`src/rtl/rv32imf_wb_arbiter.sv`:
```
// rv32imf_wb_arbiter: round-robin write-back arbiter feeding a dual-write-port
// 64-entry register file (addr bit 5 selects the FP bank).
//
// Ports:
//   clk, rst_n          clock, async active-low reset
//   hold_i              blocks every grant (debug halt / flush)
//   req_valid_i         per-requester write request (0 ALU, 1 LSU, 2 MULDIV, 3 FPU)
//   req_ready_o         per-requester accept, combinational
//   req_addr_i          packed destination addresses, requester i in slice i
//   req_data_i          packed write data, requester i in slice i
//   we_a_o/waddr_a_o/wdata_a_o   registered write port A
//   we_b_o/waddr_b_o/wdata_b_o   registered write port B
//   pending_o           per-register "write in output stage" mask
module rv32imf_wb_arbiter #(
    parameter int NUM_REQ    = 4,
    parameter int ADDR_WIDTH = 6,
    parameter int DATA_WIDTH = 32
) (
    input  logic                            clk,
    input  logic                            rst_n,
    input  logic                            hold_i,
    input  logic [NUM_REQ-1:0]              req_valid_i,
    output logic [NUM_REQ-1:0]              req_ready_o,
    input  logic [NUM_REQ*ADDR_WIDTH-1:0]   req_addr_i,
    input  logic [NUM_REQ*DATA_WIDTH-1:0]   req_data_i,
    output logic                            we_a_o,
    output logic [ADDR_WIDTH-1:0]           waddr_a_o,
    output logic [DATA_WIDTH-1:0]           wdata_a_o,
    output logic                            we_b_o,
    output logic [ADDR_WIDTH-1:0]           waddr_b_o,
    output logic [DATA_WIDTH-1:0]           wdata_b_o,
    output logic [2**ADDR_WIDTH-1:0]        pending_o
);

    localparam int PW = (NUM_REQ > 1) ? $clog2(NUM_REQ) : 1;

    logic [PW-1:0]         rr_ptr;
    logic [PW-1:0]         rr_next;
    logic [PW-1:0]         idx;
    logic [PW-1:0]         a_idx;
    logic [PW-1:0]         b_idx;
    logic [PW-1:0]         last_idx;
    logic                  a_hit;
    logic                  b_hit;
    logic [ADDR_WIDTH-1:0] cur_addr;
    logic [ADDR_WIDTH-1:0] a_addr;
    logic [ADDR_WIDTH-1:0] b_addr;
    logic [DATA_WIDTH-1:0] a_data;
    logic [DATA_WIDTH-1:0] b_data;

    // Scan requesters starting at rr_ptr. x0 writes are accepted and dropped;
    // a request matching slot A's address is skipped without blocking slot B.
    always_comb begin
        req_ready_o = '0;
        a_hit       = 1'b0;
        b_hit       = 1'b0;
        a_idx       = '0;
        b_idx       = '0;
        a_addr      = '0;
        b_addr      = '0;
        a_data      = '0;
        b_data      = '0;
        idx         = '0;
        cur_addr    = '0;
        for (int k = 0; k < NUM_REQ; k++) begin
            idx      = PW'((int'(rr_ptr) + k) % NUM_REQ);
            cur_addr = req_addr_i[idx*ADDR_WIDTH +: ADDR_WIDTH];
            if (rst_n && !hold_i && req_valid_i[idx]) begin
                if (cur_addr == '0) begin
                    req_ready_o[idx] = 1'b1;
                end else if (!a_hit) begin
                    a_hit            = 1'b1;
                    a_idx            = idx;
                    a_addr           = cur_addr;
                    a_data           = req_data_i[idx*DATA_WIDTH +: DATA_WIDTH];
                    req_ready_o[idx] = 1'b1;
                end else if (!b_hit && cur_addr != a_addr) begin
                    b_hit            = 1'b1;
                    b_idx            = idx;
                    b_addr           = cur_addr;
                    b_data           = req_data_i[idx*DATA_WIDTH +: DATA_WIDTH];
                    req_ready_o[idx] = 1'b1;
                end
            end
        end
    end

    // Slot B is always later in scan order than slot A, so it is the last grant.
    always_comb begin
        last_idx = b_hit ? b_idx : a_idx;
        if (last_idx == PW'(NUM_REQ - 1)) begin
            rr_next = '0;
        end else begin
            rr_next = last_idx + PW'(1);
        end
    end

    always_ff @(posedge clk or negedge rst_n) begin
        if (!rst_n) begin
            rr_ptr    <= '0;
            we_a_o    <= 1'b0;
            we_b_o    <= 1'b0;
            waddr_a_o <= '0;
            waddr_b_o <= '0;
            wdata_a_o <= '0;
            wdata_b_o <= '0;
        end else begin
            we_a_o <= a_hit;
            we_b_o <= b_hit;
            if (a_hit) begin
                rr_ptr    <= rr_next;
                waddr_a_o <= a_addr;
                wdata_a_o <= a_data;
            end
            if (b_hit) begin
                waddr_b_o <= b_addr;
                wdata_b_o <= b_data;
            end
        end
    end

    always_comb begin
        pending_o = '0;
        if (we_a_o) pending_o[waddr_a_o] = 1'b1;
        if (we_b_o) pending_o[waddr_b_o] = 1'b1;
        pending_o[0] = 1'b0;
    end

endmodule

```
`config.mk`:
```
export PLATFORM = sky130hd
export DESIGN_NAME = rv32imf_wb_arbiter
export DESIGN_NICKNAME = d
export VERILOG_FILES = /design/src/rtl/rv32imf_wb_arbiter.sv
export SDC_FILE = /design/constraint.sdc
export NUM_CORES = 1
export LEC_CHECK = 0
export ABC_AREA = 1
export CAP_MARGIN = 30
export CORE_UTILIZATION = 25
export DETAILED_ROUTE_END_ITERATION = 6
export HOLD_SLACK_MARGIN = 0.15
export PLACE_DENSITY_LB_ADDON = 0.3
export SLEW_MARGIN = 0
export SYNTH_ARGS = -nofsm -noshare
export SYNTH_HDL_FRONTEND = slang
export SYNTH_SLANG_ARGS = --single-unit
```
`constraint.sdc`:
```
create_clock -name clk -period 5.3 [get_ports clk]
set_input_delay 1.06 -clock clk [delete_from_list [all_inputs] [get_ports clk]]
set_output_delay 1.06 -clock clk [all_outputs]
set_load 0.02 [all_outputs]
```
==> flow_metrics.py <==
metrics = {
    "cts": {
        "cts_buffers": 9,
        "clock_path_buffers": 2,
        "cts_root_buf": "clkbuf_16",
        "tritoncts": "built",
        "clkTransAtPathRegs_ps": 60,
        "cts_setup_buffers": 0,
        "h-tree-depth": 3,
        "cts.sinks": 80,
        "clkLatencyLatePin_ps": 360,
    },
    "worst_setup_path": {
        "cp.arrival_ps": 4020,
        "path_class": "input port to output pin",
        "endpoint_kind": "output pin",
        "reg2reg_depth": 22,
        "r2r_setup_slack_ps": 1350,
        "cp_max_fo": 11,
        "crit_required_ps": 4240,
        "start_kind": "input port",
    },
    "layout": {
        "area_growth_pct": 42.3,
        "nets": 2046,
        "fin_cells": 2393,
        "drive_above_1_share": 0.0535,
    },
    "logic_synthesis": {
        "synth_warnings": 0,
        "syn_area_sq_mm": 0.00942,
        "asyncSetResetFlopFracSynth": 1.00,
        "synth_nets": 1782,
        "synth_edf_count": 0,
        "ys_seq_area_frac": 0.213,
        "syn_area_per_cell_sq_um": 5.82,
        "synth_cell_types": 43,
        "synth_ff_type": "dfrtp_1",
        "synth.ff_latch_count": 80,
        "syn_inst": 1619,
    },
    "pwr": {
        "max-vdd-ir-drop_mv": 0.320,
        "leakage_nw": 5.67,
        "power.total_mw": 8.47,
        "powerDensity_mw_per_mm2": 633,
    },
    "die": {
        "core_sq_mm": 0.0369,
        "num_rows": 70,
        "start_util": 0.255,
        "pin_count": 305,
        "die-width_um": 196,
        "die_y_um": 196,
        "dieArea_sq_mm": 0.0384,
    },
    "place": {
        "place_inst": 2375,
        "gp_congestion": 0.944,
        "hpwl_um": 32000,
        "io_buffers": 303,
    },
    "global_route": {
        "antenna_found_initial": 1,
        "grt_max_degree": 160,
        "grt_pass1_wl_um": 65600,
        "grtUsageTotal": 0.221,
        "grt-ovfl-total": 0,
        "grt_pass1_vias": 11700,
    },
    "sta": {
        "hold_ws_ps": 500,
        "finalCriticalPeriod_ps": 5080,
        "rsz0062_at_grt": "false",
        "fin_skew_ps": 8.86,
        "hold_viol": 0,
        "clock.fmax_mhz": 197,
        "drv_slew": 0,
        "setup_viol": 0,
        "min_period_over_period": 0.958,
        "relSlewSlack": 0.323,
        "worst_pin_slew_ps": 1010,
    },
    "drt": {
        "drt-total-wl_um": 44500,
        "vias": 12300,
        "drc_errors": 0,
        "ant_nets": 0,
        "drtIter0Drc": 760,
        "post_drt_via_cell_ratio": 5.14,
        "firstDrtPassIters": 6,
        "wl_per_cell_um": 18.6,
    },
    "worst_hold_path": {
        "hold_depth": 1,
        "hold_class": "register to register",
    },
    "status": {
        "status": "complete, no violations",
    },
    "flow_run": {
        "drv_cap": 0,
    },
}
[power by group]
| group | switching, mW | internal (mW) |
|---|---|---|
| Clock | 0.293 | 0.332 |
| Combinational | 4.29 | 2.34 |
| Sequential | 0.284 | 0.936 |
| Total | 4.87 | 3.61 |
[cell usage after synthesis (2+ instances only)]
master	number	area (sq um)
nand2_2	4	25.0
xor2_1	5	43.8
nor2_1	93	349
a41oi_1	2	17.5
a22o_1	2	17.5
nand2_1	512	1920
a32o_1	2	20.0
nand4_1	9	56.3
nand3_1	97	485
o22ai_1	34	213
inv_2	7	26.3
o221ai_1	6	52.6
dfrtp_1	80	2000
buf_4	10	75.1
buf_1	12	45.0
nand3b_1	2	15.0
mux2i_1	68	681
a21oi_1	86	430
buf_2	15	75.1
o21ai_1	5	25.0
a211o_1	8	70.1
ha_1	4	50.1
a31oi_1	5	31.3
nand3_2	2	20.0
nor3_1	20	100
o21ai_0	298	1490
o2111ai_1	26	228
clkbuf_1	68	255
inv_1	121	454
nand2_4	2	22.5
nor2_4	2	22.5
[through the flow]
step | setup slack, ps | utilization | setup TNS (ps) | instance area (sq um)
floorplan | 496 | - | 0 | 9420
global placement | -60.7 | 0.355 | -233 | 13100
detailed placement | -71.6 | 0.355 | -276 | 13100
CTS | 203 | 0.362 | 0 | 13400
global route | 6.72 | 0.363 | 0 | 13400
finish | 223 | 0.363 | 0 | 13400
[worst paths after layout]
path,startpoint,endpoint
worst max-delay path,req_addr_i[10],req_ready_o[2]
worst min-delay path,wdata_b_o[2],wdata_b_o[2]
worst max register to register,rr_ptr[0],waddr_b_o[3]
worst min register to register,wdata_b_o[2],wdata_b_o[2]
max in group asynchronous,rst_n,rr_ptr[0]
min in group asynchronous,rst_n,wdata_b_o[22]
[sequential cells by signal, indices dropped and copies added, names as in the netlist]
name       flops
we_a_o         1
waddr_b_o      6
we_b_o         1
wdata_b_o     32
wdata_a_o     32
waddr_a_o      6
rr_ptr         2
[area by class of cell]
cell class / instances / area, sq um
Fill cell: 3959 / 23500
Multi-Input combinational cell: 1305 / 6490
Timing Repair Buffer: 359 / 3490
Sequential cell: 80 / 2010
Tap cell: 504 / 631
Inverter: 128 / 483
Clock buffer: 10 / 239
Clock inverter: 6 / 43.8
Antenna cell: 1 / 2.50
[cell families after synthesis]
logic type / after synthesis / synth area share
fa+ha+maj: 4 / 0.00532
flops: 80 / 0.213
other cells: 1 / 0.000398
xor+xnor: 6 / 0.00558
simple gates: 747 / 0.324
compound gates: 479 / 0.280
buf+inv: 234 / 0.100
mux: 68 / 0.0723
[routing by layer]
layer / part of all wire / GRT usage
met1: 0.44 / 0.278
met4: 0.028 / 0.0833
met5: 0 / 0
met2: 0.47 / 0.371
met3: 0.070 / 0.0426
[critical path, stage by stage]
cell             delay (ps)
clkdlybuf4s50_1         440
nand2_1                 110
nand3_1                 130
nand2_1                 110
nand2_1                  50
nor2_1                  190
nand2_1                 130
nand2_4                 160
nand2_4                 110
nand2_1                 100
nand2_1                  90
nand2_1                  70
nand2_1                  40
nor2_1                  180
nand3_1                 150
nand2_2                  90
nand2_1                  50
nand2_1                 190
nand3_1                 110
o2111ai_1               100
dlygate4sd2_1           350
[layout by cell type, fill, tap and decap left out, types with 4 or more instances in the layout]
cell type        netlist  layout
o22ai_1               34      34
nand3_1               97      96
nor2_1                93      90
a21oi_1               86      86
o221ai_1               6       6
clkinvlp_4             0       4
nor3_1                20      20
ha_1                   4       4
nand4_1                9       9
nand2_1              512     512
clkdlybuf4s50_1        0     298
inv_1                121     119
xor2_1                 5       5
o21ai_0              298     298
dfrtp_1               80      78
inv_2                  7       7
buf_4                 10      54
o2111ai_1             26      26
mux2i_1               68      68
a31oi_1                5       5
o21ai_1                5       5
clkbuf_16              0      10
a211o_1                8       8
[what timing repair did]
item | in CTS | in global routing
hold buffers | 0 | 0
cloned | 0 | 1
endpoints found under the setup margin | 4 | 4
gates resized for setup | 4 | 7
(Power assumes the default switching activity.)
